===== config.mk =====
export PLATFORM = sky130hd
export DESIGN_NAME = gpu_net_arbiter
export DESIGN_NICKNAME = d
export VERILOG_FILES = /design/src/rtl/gpu_net_pkg.sv /design/src/rtl/gpu_flit_fifo.sv /design/src/rtl/gpu_net_arbiter.sv
export SDC_FILE = /design/constraint.sdc
export NUM_CORES = 1
export LEC_CHECK = 0
export ABC_AREA = 1
export CORE_UTILIZATION = 45
export CTS_BUF_LIST = sky130_fd_sc_hd__clkbuf_4 sky130_fd_sc_hd__clkbuf_8 sky130_fd_sc_hd__clkbuf_16
export CTS_CLUSTER_SIZE = 16
export DETAILED_ROUTE_END_ITERATION = 10
export PLACE_DENSITY = 0.68
export SKIP_CTS_REPAIR_TIMING = 1
export SLEW_MARGIN = 0
export SYNTH_ARGS = -nofsm -noshare
export SYNTH_HDL_FRONTEND = slang
export SYNTH_SLANG_ARGS = --single-unit

===== constraint.sdc =====
create_clock -name ACLK -period 2.93 [get_ports ACLK]
set_input_delay 0.586 -clock ACLK [delete_from_list [all_inputs] [get_ports ACLK]]
set_output_delay 0.586 -clock ACLK [all_outputs]
set_load 0.02 [all_outputs]

===== src/rtl/gpu_net_pkg.sv =====
// Shared flit layout and helpers for the GPU network transmit arbiter.
package gpu_net_pkg;
  localparam int FLIT_W    = 16;
  localparam int DEST_W    = 6;
  localparam int PAYLOAD_W = 10;
  localparam int DEST_MSB  = 15;
  localparam int DEST_LSB  = 10;

  typedef logic [FLIT_W-1:0] flit_t;

  typedef struct packed {
    logic       vld;
    logic [2:0] port;
    flit_t      data;
  } out_stage_t;

  function automatic logic [DEST_W-1:0] flit_dest(input flit_t f);
    return f[DEST_MSB:DEST_LSB];
  endfunction

  function automatic logic [PAYLOAD_W-1:0] flit_payload(input flit_t f);
    return f[PAYLOAD_W-1:0];
  endfunction
endpackage


===== src/rtl/gpu_flit_fifo.sv =====
// Per-port flit FIFO; head is valid whenever empty_o is low.
module gpu_flit_fifo
  import gpu_net_pkg::*;
#(
  parameter int DEPTH = 2
) (
  input  logic  ACLK,
  input  logic  ARESETn,
  input  logic  push_i,
  input  logic  pop_i,
  input  flit_t data_i,
  output flit_t head_o,
  output logic  full_o,
  output logic  empty_o
);
  localparam int AW = $clog2(DEPTH);
  localparam logic [AW:0] FULL_CNT = (AW+1)'(DEPTH);

  flit_t         mem_q [DEPTH];
  logic [AW-1:0] wr_q, rd_q;
  logic [AW:0]   cnt_q;

  always_ff @(posedge ACLK or negedge ARESETn) begin
    if (!ARESETn) begin
      wr_q  <= '0;
      rd_q  <= '0;
      cnt_q <= '0;
    end else begin
      if (push_i) wr_q <= wr_q + AW'(1);
      if (pop_i)  rd_q <= rd_q + AW'(1);
      case ({push_i, pop_i})
        2'b10:   cnt_q <= cnt_q + (AW+1)'(1);
        2'b01:   cnt_q <= cnt_q - (AW+1)'(1);
        default: cnt_q <= cnt_q;
      endcase
    end
  end

  // Storage needs no reset: contents are only observed through cnt_q.
  always_ff @(posedge ACLK) begin
    if (push_i) mem_q[wr_q] <= data_i;
  end

  assign head_o  = mem_q[rd_q];
  assign full_o  = (cnt_q == FULL_CNT);
  assign empty_o = (cnt_q == '0);
endmodule


===== src/rtl/gpu_net_arbiter.sv =====
// Round-robin arbiter sharing the NI transmit link between N_PORTS requesters,
// with a registered output stage and drop of flits to non-existent GPUs.
module gpu_net_arbiter
  import gpu_net_pkg::*;
#(
  parameter int N_PORTS    = 4,
  parameter int FIFO_DEPTH = 2,
  parameter int GPU_ID     = 6,
  parameter int NUM_GPUS   = 32
) (
  input  logic                      ACLK,
  input  logic                      ARESETn,
  input  logic                      arb_en,
  input  logic [N_PORTS-1:0]        req_valid,
  output logic [N_PORTS-1:0]        req_ready,
  input  logic [N_PORTS*FLIT_W-1:0] req_data,
  output logic [FLIT_W-1:0]         net_data_out,
  output logic                      net_valid_out,
  input  logic                      net_ready_in,
  output logic [2:0]                grant_port,
  output logic [15:0]               sent_count,
  output logic [7:0]                drop_count
);
  localparam int PW = (N_PORTS > 1) ? $clog2(N_PORTS) : 1;
  localparam logic [DEST_W:0] GPU_LIM = (DEST_W+1)'(NUM_GPUS);

  if (N_PORTS < 2 || N_PORTS > 8 || FIFO_DEPTH < 2 ||
      (FIFO_DEPTH & (FIFO_DEPTH-1)) != 0 || NUM_GPUS > 64 || GPU_ID >= NUM_GPUS) begin : g_bad_param
    $error("gpu_net_arbiter: illegal parameter set");
  end

  logic [N_PORTS-1:0]             push, pop, full, empty;
  logic [N_PORTS-1:0][FLIT_W-1:0] head;

  // Ready comes only from registered FIFO state, held low while in reset.
  assign req_ready = ~full & {N_PORTS{ARESETn}};
  assign push      = req_valid & req_ready;

  gpu_flit_fifo #(.DEPTH(FIFO_DEPTH)) u_fifo [N_PORTS-1:0] (
    .ACLK    (ACLK),
    .ARESETn (ARESETn),
    .push_i  (push),
    .pop_i   (pop),
    .data_i  (req_data),
    .head_o  (head),
    .full_o  (full),
    .empty_o (empty)
  );

  function automatic logic [PW-1:0] rr_pick(input logic [N_PORTS-1:0] req,
                                            input logic [PW-1:0] ptr);
    logic [PW-1:0] sel;
    logic          found;
    int            idx;
    sel   = '0;
    found = 1'b0;
    for (int i = 0; i < N_PORTS; i++) begin
      idx = (int'(ptr) + i) % N_PORTS;
      if (!found && req[idx]) begin
        found = 1'b1;
        sel   = PW'(idx);
      end
    end
    return sel;
  endfunction

  out_stage_t    os_q, os_d;
  logic [PW-1:0] rr_q, rr_d, pick;
  logic [15:0]   sent_q, sent_d;
  logic [7:0]    drop_q, drop_d;
  logic          grant, legal;

  always_comb begin
    pick   = rr_pick(~empty, rr_q);
    grant  = arb_en && (!os_q.vld || net_ready_in) && (|(~empty));
    legal  = {1'b0, flit_dest(head[pick])} < GPU_LIM;
    pop    = '0;
    os_d   = os_q;
    os_d.vld = os_q.vld && !net_ready_in;
    rr_d   = rr_q;
    drop_d = drop_q;
    sent_d = sent_q + 16'(os_q.vld && net_ready_in);
    if (grant) begin
      pop[pick] = 1'b1;
      rr_d      = (pick == PW'(N_PORTS-1)) ? '0 : pick + PW'(1);
      if (legal) begin
        os_d.vld  = 1'b1;
        os_d.port = 3'(pick);
        os_d.data = head[pick];
      end else if (drop_q != 8'hFF) begin
        // Illegal dest still spends this cycle's grant slot.
        drop_d = drop_q + 8'd1;
      end
    end
  end

  always_ff @(posedge ACLK or negedge ARESETn) begin
    if (!ARESETn) begin
      os_q   <= '0;
      rr_q   <= '0;
      sent_q <= '0;
      drop_q <= '0;
    end else begin
      os_q   <= os_d;
      rr_q   <= rr_d;
      sent_q <= sent_d;
      drop_q <= drop_d;
    end
  end

  assign net_valid_out = os_q.vld;
  assign net_data_out  = os_q.data;
  assign grant_port    = os_q.port;
  assign sent_count    = sent_q;
  assign drop_count    = drop_q;
endmodule


After elaboration in Yosys (flattened, before gate mapping):

Memory sizes are Yosys's and may differ from the RTL's.
Index checks and enable logic that the tools add are counted.

* memories kept: 4
* output and inout port bits: 48
* bits of input ports: 72
* word-level logic and storage cells: 139
* flip-flop bits (word level): 61
* memory bits (writable): 128

Memories
* u_fifo[0].mem_q: words 2, width 16, read ports 1, clocked after Yosys merged registers in 0, write ports 1, line gpu_flit_fifo.sv:19 `flit_t mem_q [DEPTH];`
* u_fifo[1].mem_q: words 2, width 16, read ports 1, clocked after Yosys merged registers in 0, write ports 1, line gpu_flit_fifo.sv:19
* u_fifo[2].mem_q: words 2, width 16, read ports 1, clocked after Yosys merged registers in 0, write ports 1, line gpu_flit_fifo.sv:19
* u_fifo[3].mem_q: words 2, width 16, read ports 1, clocked after Yosys merged registers in 0, write ports 1, line gpu_flit_fifo.sv:19

* bitwise logic cells: 8
* add/sub/neg operators: 22
* multiplexer cells: 38
* reductions and logical operators: 28
* eq/ne operators: 14
* $lt $le $gt $ge: 7

Operators with widths (number)
* $mux W20: 2
* $bmux W16 S2: 1
* $mux W1: 19
* $eq A2 B2 Y1 const B: 9
* $add A16 B1 Y16: 1
* $mux W16: 1
* $pmux W2 S2: 4
* $add A2 B1 Y2 const B: 6
* $lt A3 B4 Y1 const B: 3
* $mux W2: 5
* $add A1 B1 Y1 const B: 8
* $add A8 B1 Y8 const B: 1
* $and A4 B4 Y4: 2
* $bmux W1 S2: 4
* $eq A2 B1 Y1 const B: 4
* $logic_and A1 B1 Y1: 8
* $logic_not A2 Y1: 4
* $ne A8 B8 Y1 const B: 1
* $not A4 Y4: 2
* $reduce_bool A2 Y1: 4
* $sub A2 B1 Y2 const B: 4
* $lt A2 B3 Y1 const B: 2
* $lt A6 B6 Y1 const B: 1
* $reduce_or A2 Y1: 3
* other kinds (11): 18

Logic depth before layout (Yosys ltp):

Gate-level depths: netlist of run 1.

* depth after elaboration: 21
* mapped depth: 20
* mapped depth without buffers: 18

Hierarchy:

Synthesis of run 1 repeated with hierarchy kept, for this count alone.

* cell total of the unflattened synthesis: 920
* area, all modules: 9261.4 sq um

Modules (own cells, without submodules)
* gpu_flit_fifo: area each 1478.9 sq um, seq. area each 1061.0 sq um, cells each 108, times used 4
* gpu_net_arbiter: area each 3345.7 sq um, seq. area each 1126.1 sq um, cells each 488, times used 1

Worst setup path after synthesis of run 1:

OpenSTA, ideal clock, no wires.

* path kind: reg-to-reg
* from: register rr_q[0]
* to: register u_fifo[0].cnt_q[1]
* library setup time: 0.124 ns
* arrival time: 2.267 ns
* stages on the path, launching flop included: 17
* slack: 0.539 ns
* data required time: 2.806 ns
* period minus slack after synthesis: 2.391 ns
* path buffers: 2
* cell sequence: dfrtp_1 > buf_4 > inv_6 > nand2_1 > nand3_1 > nand2_1 > nor2_4 > nand4_4 > nand2_4 > clkbuf_1 > nor2_1 > nand2_1 > inv_1 > ha_1 > a21oi_1 > o21ai_0 > xnor2_1

* longest elaborated chain between the ends: 19
* elaborated cells between the ends (all ways): 37
* those cells by class: add/sub (3); order compare (2); eq/ne (2); mux (22); reduce/logical (8)

RTL lines
* from (decl): line gpu_net_arbiter.sv:68 `logic [PW-1:0] rr_q, rr_d, pick;`
* from (signal assigned): line gpu_net_arbiter.sv:105 `rr_q <= rr_d;`
* $add A2 B1 Y2 / $bmux W1 S2 (equally long branches): line gpu_net_arbiter.sv:58, gpu_net_arbiter.sv:59
* $bmux W1 S2 / $mux W1 (equally long branches): line gpu_net_arbiter.sv:59 `if (!found && req[idx]) begin`
* $mux W1 (implied by the code): line gpu_net_arbiter.sv:59
* $mux W1 (implied by the code) / $logic_not A1 Y1 (equally long branches): line gpu_net_arbiter.sv:59
* $logic_and A1 B1 Y1: line gpu_net_arbiter.sv:59
* $mux W1: line gpu_net_arbiter.sv:59
* $logic_not A1 Y1: line gpu_net_arbiter.sv:59
* $logic_and A1 B1 Y1: line gpu_net_arbiter.sv:59
* (+4 left out)
* $lt A2 B3 Y1 (implied by the code) / $ge A2 B1 Y1 (equally long branches): line gpu_net_arbiter.sv:84 `pop[pick] = 1'b1;`
* $logic_and A1 B1 Y1 (implied by the code): line gpu_net_arbiter.sv:84
* $mux W1 (implied by the code): line gpu_net_arbiter.sv:84
* $demux W1 S2 (*): line gpu_net_arbiter.sv:84
* $mux W4 (*): line gpu_net_arbiter.sv:83 `if (grant) begin`
* named net u_fifo[0].pop_i: line gpu_flit_fifo.sv:10 `input logic pop_i,`
* $eq A2 B1 Y1 / $eq A2 B2 Y1 (equally long branches): line gpu_flit_fifo.sv:31 `case ({push_i, pop_i})`
* $pmux W2 S2 / $reduce_bool A2 Y1 (equally long branches)
* to (signal assigned): line gpu_flit_fifo.sv:32 `2'b10: cnt_q <= cnt_q + (AW+1)'(1);`
* to (signal assigned): line gpu_flit_fifo.sv:33 `2'b01: cnt_q <= cnt_q - (AW+1)'(1);`
* to (signal assigned): line gpu_flit_fifo.sv:34 `default: cnt_q <= cnt_q;`
* to (decl): line gpu_flit_fifo.sv:21 `logic [AW:0] cnt_q;`

Mark *: on every way through the listed nets, which the timed path passes. The rest lies on a longest branch. The select of a mux whose other input is x is not followed.
A chain may end at the register's enable or synchronous reset.

Worst setup path in the final report of run 1:

* from: register u_fifo[0].cnt_q[0]
* to: register u_fifo[1].cnt_q[1]

* longest elaborated chain between the ends: 21
* elaborated cells between the ends (all ways): 38
* those cells by class: order compare (2); eq/ne (2); mux (22); bitwise (1); reduce/logical (11)

RTL lines
* $logic_not A2 Y1 (*): line gpu_flit_fifo.sv:46 `assign empty_o = (cnt_q == '0);`
* $not A4 Y4 (*): line gpu_net_arbiter.sv:74, gpu_net_arbiter.sv:75
* $bmux W1 S2: line gpu_net_arbiter.sv:59
* $mux W1 (implied by the code): line gpu_net_arbiter.sv:59
* $mux W1: line gpu_net_arbiter.sv:59
* $logic_not A1 Y1: line gpu_net_arbiter.sv:59
* $logic_and A1 B1 Y1: line gpu_net_arbiter.sv:59
* $mux W1: line gpu_net_arbiter.sv:59
* (+6 left out)
* $lt A2 B3 Y1 (implied by the code) / $ge A2 B1 Y1 (equally long branches): line gpu_net_arbiter.sv:84
* $logic_and A1 B1 Y1 (implied by the code): line gpu_net_arbiter.sv:84
* $mux W1 (implied by the code): line gpu_net_arbiter.sv:84
* $demux W1 S2: line gpu_net_arbiter.sv:84
* $mux W4 (*): line gpu_net_arbiter.sv:83
* named net u_fifo[1].pop_i: line gpu_flit_fifo.sv:10
* $eq A2 B1 Y1 / $eq A2 B2 Y1 (equally long branches): line gpu_flit_fifo.sv:31
* $pmux W2 S2 / $reduce_bool A2 Y1 (equally long branches)
* to (signal assigned): line gpu_flit_fifo.sv:32
* to (signal assigned): line gpu_flit_fifo.sv:33
* to (signal assigned): line gpu_flit_fifo.sv:34
* to (decl): line gpu_flit_fifo.sv:21

Marks and branches as above.

==> flow_metrics.tcl, run 1 <==
set metrics [dict create \
    synthArstFlopShare_pct 32.28 \
    coreArea_mm2 0.01754 \
    insertion_delay_ns 0.43 \
    final_antenna_net_count 0 \
    yosys_warnings 0 \
    grtUsageTotal_pct 19.66 \
    fin_nets 934 \
    leakage_nw 4.326 \
    path_max_fanout 8 \
    power.density_mw_per_mm2 1042 \
    vias 5620 \
    yosys.cell_types.count 34 \
    clk_pin_slew_ns 0.07 \
    worst_pin_slew_ns 0.7996 \
    multiInputGateArea_mm2 0.002577 \
    io_buffers 118 \
    final_cell_mix "nand2_1, edfxtp_1, clkdlybuf4s50_1, nor2_1, dfrtp_1" \
    cts_root_buf "clkbuf_16" \
    chipHeight_um 136.9 \
    setup_tns_ns 0 \
    syn_area_per_cell_um2 11.37 \
    ir_drop_v 0.0005873 \
    gp_congestion 0.8588 \
    wire_per_inst_um 15.60 \
    critPathMostFrequentCell "nand2_1" \
    synth-seq-cells 189 \
    critPathLaunchType "register" \
    cp_data_arrival_time_ns 3.02 \
    synth_cells 720 \
    clockBufferDepth 2 \
    worstPathRequired_ns 3.23 \
    critPathKind "reg2reg" \
    drt_first_pass_iters 4 \
    hold_viol 0 \
    max_stage_delay_ns 0.43 \
    area_delta_synth_final_pct 25.15 \
    numCtsBuffers 17 \
    fp.dieW_um 136.9 \
    clock-sinks 189 \
    grt_pass1_wl_mm 27.54 \
    h-tree-depth 4 \
    cp-end-kind "register" \
    grt_max_degree 62 \
    route.detailed.drc 0 \
    cts_tree "yes" \
    status "completed" \
    period_needed_ns 2.718 \
    synth.net_count 799 \
    nFillCells 1441 \
    drt_iter0_drc 366 \
    fmax_mhz 368.0 \
    pin_count 120 \
    vias_per_cell 5.142 \
    whs_ns 0.3227 \
    cp_slowest_cell "dfrtp_1" \
    crit_path_cell_trace "nor2_1 -> nand2_1 -> nand3_1 -> nand2_1 -> nor2_4 -> nand3_1 -> nand3_2 -> nor2_1 -> nand2_1 -> inv_1 -> ha_1 -> a21oi_1 -> o21ai_0 -> xnor2_1" \
    ys_seq_area_share_pct 65.63 \
    rsz0062_at_grt "false" \
    initial_core_util_pct 46.66 \
    wl_mm 17.05 \
    dominantRegCellSynth "edfxtp_1" \
    antenna_found_initial 0 \
    synth-edff-count 128 \
    grt_overflow 0 \
    final_common_cell "nand2_1" \
    grt_pass1_vias 5636 \
    fin_crit_sh_pct 92.75 \
    synth.cell_area_mm2 0.008183 \
    finalSetupViolations 0 \
    drive_gt1_share_pct 8.986 \
    final-max-slew-violation-count 0 \
    min_path_type "in2async" \
    fin_worst_skew_ns 0.007741 \
    row_count 48 \
    dieArea_mm2 0.01873 \
    dp_hpwl_mm 12.03 \
    insertedDiodeCount 0 \
    slew_headroom_pct 46.69 \
    regArea_mm2 0.005370 \
    cap_violations 0 \
]
==> sequential cells by signal (all words and copies together), names as in the netlist <==
| name | count |
|---|---|
| drop_count | 8 |
| grant_port | 2 |
| net_data_out | 16 |
| net_valid_out | 1 |
| rr_q | 2 |
| sent_count | 16 |
| u_fifo.cnt_q | 8 |
| u_fifo.mem_q | 128 |
| u_fifo.rd_q | 4 |
| u_fifo.wr_q | 4 |
==> logic make-up after synthesis <==
logic type | after synthesis | synth area share, %
AND/OR/NAND/NOR | 354 | 18.62
flip-flops | 189 | 65.63
buffers and inverters | 53 | 2.982
multiplexers | 49 | 5.994
AO/OA/AOI/OAI | 34 | 2.126
XOR/XNOR | 33 | 3.532
adder cells (fa/ha/maj) | 7 | 1.070
other | 1 | 0.04583
==> metal layers <==
layer  vias to the layer above  share of wire, %  track usage, %
met1                      2714                44           24.78
li1                       2693                 -               -
met5                         -                 0               0
met3                        27               5.3           4.481
met4                         0               2.0           6.838
met2                       186                49           33.28
==> power by group <==
group / internal [mW] / switching, mW / total (mW)
clock: 1.13 / 1.04 / 2.17
sequential: 3.43 / 0.340 / 3.77
combinational: 1.71 / 3.02 / 4.73
total: 6.27 / 4.40 / 10.7
==> stage by stage <==
stage	util (%)	worst slack [ns]	total power [mW]	std cells	area (um^2)
2_1_floorplan	-	0.5392	7.081	720	8183
3_3_place_gp	55.04	0.2392	8.354	1059	9652
3_5_place_dp	55.04	0.1655	8.490	1059	9652
4_1_cts	58.26	0.2301	10.69	1091	10220
5_1_grt	58.40	0.001024	11.44	1093	10240
6_report	58.40	0.2124	10.67	1093	10240
==> worst paths after layout <==
path | start | endpoint | slack (ns) | cells after the start
worst max-delay path | u_fifo[0].cnt_q[0] | u_fifo[1].cnt_q[1] | 0.21 | 14
min in group ACLK | net_data_out[2] | net_data_out[2] | 0.48 | 2
worst min register to register | net_data_out[2] | net_data_out[2] | 0.48 | 2
worst max register to register | u_fifo[0].cnt_q[0] | u_fifo[1].cnt_q[1] | 0.21 | 14
worst min-delay path | ARESETn | sent_count[10] | 0.32 | 2
max in group asynchronous | ARESETn | net_data_out[8] | 2.06 | 2
==> worst max-delay path, delay by kind of cell, from the launching register on <==
family,cells,cell delay (ns)
AO/OA/AOI/OAI,2,0.27
XOR/XNOR,1,0.16
adder cells (fa/ha/maj),1,0.31
buffers and inverters,1,0.06
flip-flops,1,0.43
AND/OR/NAND/NOR,9,1.36
==> cells in the mapped netlist (2+ instances only) <==
| cell | n | area share [%] |
|---|---|---|
| a21oi_1 | 8 | 0.49 |
| buf_2 | 3 | 0.18 |
| buf_4 | 5 | 0.46 |
| buf_6 | 2 | 0.28 |
| clkbuf_1 | 11 | 0.50 |
| dfrtp_1 | 61 | 19 |
| edfxtp_1 | 128 | 47 |
| ha_1 | 7 | 1.1 |
| inv_1 | 29 | 1.3 |
| mux2i_1 | 49 | 6.0 |
| nand2_1 | 214 | 9.8 |
| nand2_2 | 10 | 0.76 |
| nand2_4 | 3 | 0.41 |
| nand3_1 | 23 | 1.4 |
| nand3_2 | 2 | 0.24 |
| nand4_1 | 11 | 0.84 |
| nor2_1 | 79 | 3.6 |
| nor2_4 | 4 | 0.55 |
| nor3_1 | 3 | 0.18 |
| o21ai_0 | 22 | 1.3 |
| o21ai_1 | 2 | 0.12 |
| xnor2_1 | 12 | 1.3 |
| xor2_1 | 21 | 2.2 |
==> final cells by class <==
class / count / share of cell area [%]
sequential: 189 / 52.44
multi-input combinational: 478 / 25.17
timing repair buffer: 137 / 12.88
clock buffer: 18 / 4.227
tap: 225 / 2.749
clock inverter: 14 / 1.295
inverter: 32 / 1.246
Power figures use the tool's default switching activity.
==> inputs of run 2 (changes only) <==
--- a/config.mk
+++ b/config.mk
@@ -5,12 +5,11 @@
 export SDC_FILE = /design/constraint.sdc
 export NUM_CORES = 1
 export LEC_CHECK = 0
-export ABC_AREA = 1
 export CORE_UTILIZATION = 45
 export CTS_BUF_LIST = sky130_fd_sc_hd__clkbuf_4 sky130_fd_sc_hd__clkbuf_8 sky130_fd_sc_hd__clkbuf_16
 export CTS_CLUSTER_SIZE = 16
 export DETAILED_ROUTE_END_ITERATION = 10
-export PLACE_DENSITY = 0.68
+export PLACE_DENSITY = 0.69
 export SKIP_CTS_REPAIR_TIMING = 1
 export SLEW_MARGIN = 0
 export SYNTH_ARGS = -nofsm -noshare
==> run 2 against run 1 <==
Global-route usage decreased by 1.5 points. Sequential power up 3%. Synthesized cell count decreased by 28%. Design area shrank 3.5%. Hold slack got worse by 0.26 ns. Critical path depth is 6 lower. Non-clock buffer count up 2. First-iteration DRC count down 17%. Register-to-register slack improved by 0.07 ns. Maximum frequency grew 2.6%. Worst setup slack improved by 0.069 ns. Area after synthesis down 5.2%. Highest routed layer unchanged.
==> flow_metrics.tcl, run 2 <==
set metrics [dict create \
    fin_nets 731 \
    critPathBufInv 1 \
    synth.area.top_cells "edfxtp_1, dfrtp_1, mux2_2" \
    dieArea_mm2 0.01776 \
    critPathTopFamily "compound AO/OA/AOI/OAI gates" \
    largest_register_ffs 128 \
    critPathKind "reg2reg" \
    top_register "u_fifo.mem_q" \
    final_antenna_net_count 0 \
    min_path_type "in2async" \
    final_common_cell "edfxtp_1" \
    row_count 47 \
    synth_cells 516 \
    cts_tree "yes" \
    grt_overflow 0 \
    synth_top_cell_area_share_pct 49.57 \
    layoutNonFillerInstCount 885 \
    max_stage_delay_ns 0.47 \
    leakage_nw 3.778 \
    dominantRegCellSynth "edfxtp_1" \
    ir_drop_v 0.0005612 \
    path_max_fanout 15 \
    vias 4595 \
    timing.rr.end "net_data_out[12]" \
    synthArstFlopShare_pct 32.28 \
    r2r_slack_ns 0.28 \
    clk_pin_slew_ns 0.07 \
    rsz0062_at_grt "false" \
    drt_first_pass_iters 4 \
    initial_core_util_pct 46.43 \
    crit_path_cell_trace "nor2_1 -> o22ai_1 -> a211oi_4 -> a21oi_1 -> a32o_2 -> or2_1 -> buf_12 -> mux2_4" \
    yosys.cell_types.count 41 \
    cts_root_buf "clkbuf_16" \
    clockBufferDepth 2 \
    drt_iter0_drc 304 \
    dp_cells 853 \
    setup_tns_ns 0 \
    route.detailed.drc 0 \
    hold_viol 0 \
    synthTopCellsByCount "edfxtp_1, dfrtp_1, mux2_2" \
    synthMostInstantiatedCell "edfxtp_1" \
    coreArea_mm2 0.01670 \
    cp-startpoint "u_fifo[2].cnt_q[1]" \
    grt_pass1_vias 4749 \
    cap_violations 0 \
    power.density_mw_per_mm2 1027 \
    multiInputGateArea_mm2 0.002263 \
    syn_area_per_cell_um2 15.03 \
    final-max-slew-violation-count 0 \
    grt_max_degree 61 \
    wire_per_inst_um 17.18 \
    pin_count 120 \
    drive_gt1_share_pct 16.09 \
    yosys_warnings 0 \
    timing.rr.start "u_fifo[2].cnt_q[1]" \
    worstPathRequired_ns 3.23 \
    critPathLaunchType "register" \
    synth-edff-count 128 \
    fin_crit_sh_pct 90.40 \
    numCtsBuffers 17 \
    final_cell_mix "edfxtp_1, clkdlybuf4s50_1, dfrtp_1, mux2_2, mux2i_1" \
    synth.cell_area_mm2 0.007754 \
    grt_pass1_wl_mm 24.18 \
    insertion_delay_ns 0.42 \
    cp-end-kind "register" \
    wl_mm 15.20 \
    vias_per_cell 5.192 \
    synth_top_area_cell "edfxtp_1" \
    area_delta_synth_final_pct 27.48 \
    fin_worst_skew_ns 0.006615 \
    grtUsageTotal_pct 18.14 \
    status "completed" \
    dp_hpwl_mm 10.88 \
    clock-sinks 189 \
    gp_congestion 0.8046 \
    antenna_found_initial 0 \
    nFillCells 1304 \
    synth.net_count 595 \
    synth-seq-cells 189 \
    r2r_cells 8 \
    cp_slowest_cell "a211oi_4" \
    period_needed_ns 2.649 \
    ys_seq_area_share_pct 69.26 \
    h-tree-depth 4 \
    fmax_mhz 377.5 \
    insertedDiodeCount 0 \
    finalSetupViolations 0 \
    regArea_mm2 0.005370 \
    cp_data_arrival_time_ns 2.95 \
    chipHeight_um 133.3 \
    fp.dieW_um 133.3 \
    io_buffers 118 \
    power_mw 10.15 \
]
## run 2: cell count changes in the layout (fill, tap and decap cells not counted), moves of 17 or more
cell | before | now
mux2_2 | 0 | 40
nor2_1 | 79 | 31
xnor2_1 | 12 | 29
mux2i_1 | 49 | 32
nand2_1 | 214 | 30
inv_1 | 29 | 5
## run 2: how the worst max path moves through the flow
| stage | end | cells after the start |
|---|---|---|
| after floorplan | u_fifo[0].mem_q[0][0] | 3 |
| after global routing | net_data_out[14] | 8 |
| after CTS | net_data_out[11] | 8 |
| after global placement | net_data_out[11] | 8 |
| after detailed placement | net_data_out[11] | 8 |
| final | net_data_out[12] | 8 |
## run 2: kinds of logic (layout without fill, tap and decap cells)
| family | count (synthesis) | count (layout) | synth area share (%) |
|---|---|---|---|
| xor gates and xnor gates | 41 | 41 | 4.631 |
| DFF | 189 | 189 | 69.26 |
| buffers and inverters | 27 | 176 | 1.646 |
| AOI/OAI and AO/OA | 65 | 65 | 5.374 |
| muxes | 80 | 80 | 11.49 |
| other | 1 | 1 | 0.04836 |
| and+or+nand+nor | 106 | 106 | 6.423 |
| adders and majority gates | 7 | 7 | 1.130 |
## run 2: routing by layer
| metal | part of all wire [%] | global-route usage [%] | vias up |
|---|---|---|---|
| li1 | - | - | 2173 |
| met1 | 42 | 22.38 | 2277 |
| met2 | 52 | 31.54 | 123 |
| met3 | 4.2 | 3.691 | 22 |
| met4 | 1.7 | 6.629 | 0 |
| met5 | 0 | 0 | - |
## run 2: report_power, final
group	total, mW	internal [mW]	leakage [nW]	switching (mW)
registers	3.87	3.46	1.93	0.407
clock network	2.30	1.36	0.308	0.934
logic	3.98	1.88	1.54	2.10
## run 2: worst register-to-register path, stage by stage, from the launching register on
cell and delay, ns:
dfrtp_1 0.44, nor2_1 0.28, o22ai_1 0.16, a211oi_4 0.47, a21oi_1 0.08, a32o_2 0.27, or2_1 0.32, buf_12 0.20
mux2_4 0.31
## run 2: final cells by class
cell class	count	share of cell area (%)
multi-input combinational	300	22.90
clock buffer	24	5.380
timing repair buffer	139	13.66
clock inverter	8	0.7595
sequential	189	54.33
inverter	5	0.1899
tap	220	2.785
## run 2: per-stage QoR
stage               instance area [um^2]  setup slack [ns]  hold WS, ns  utilization [%]
floorplan                           7754            0.3941       0.2904                -
global placement                    9274            0.3207       0.4654            55.53
detailed placement                  9274            0.2558       0.4707            55.53
CTS                                 9881            0.2360      0.04959            59.16
global route                        9884            0.1342      0.06125            59.18
finish                              9884            0.2813      0.05953            59.18
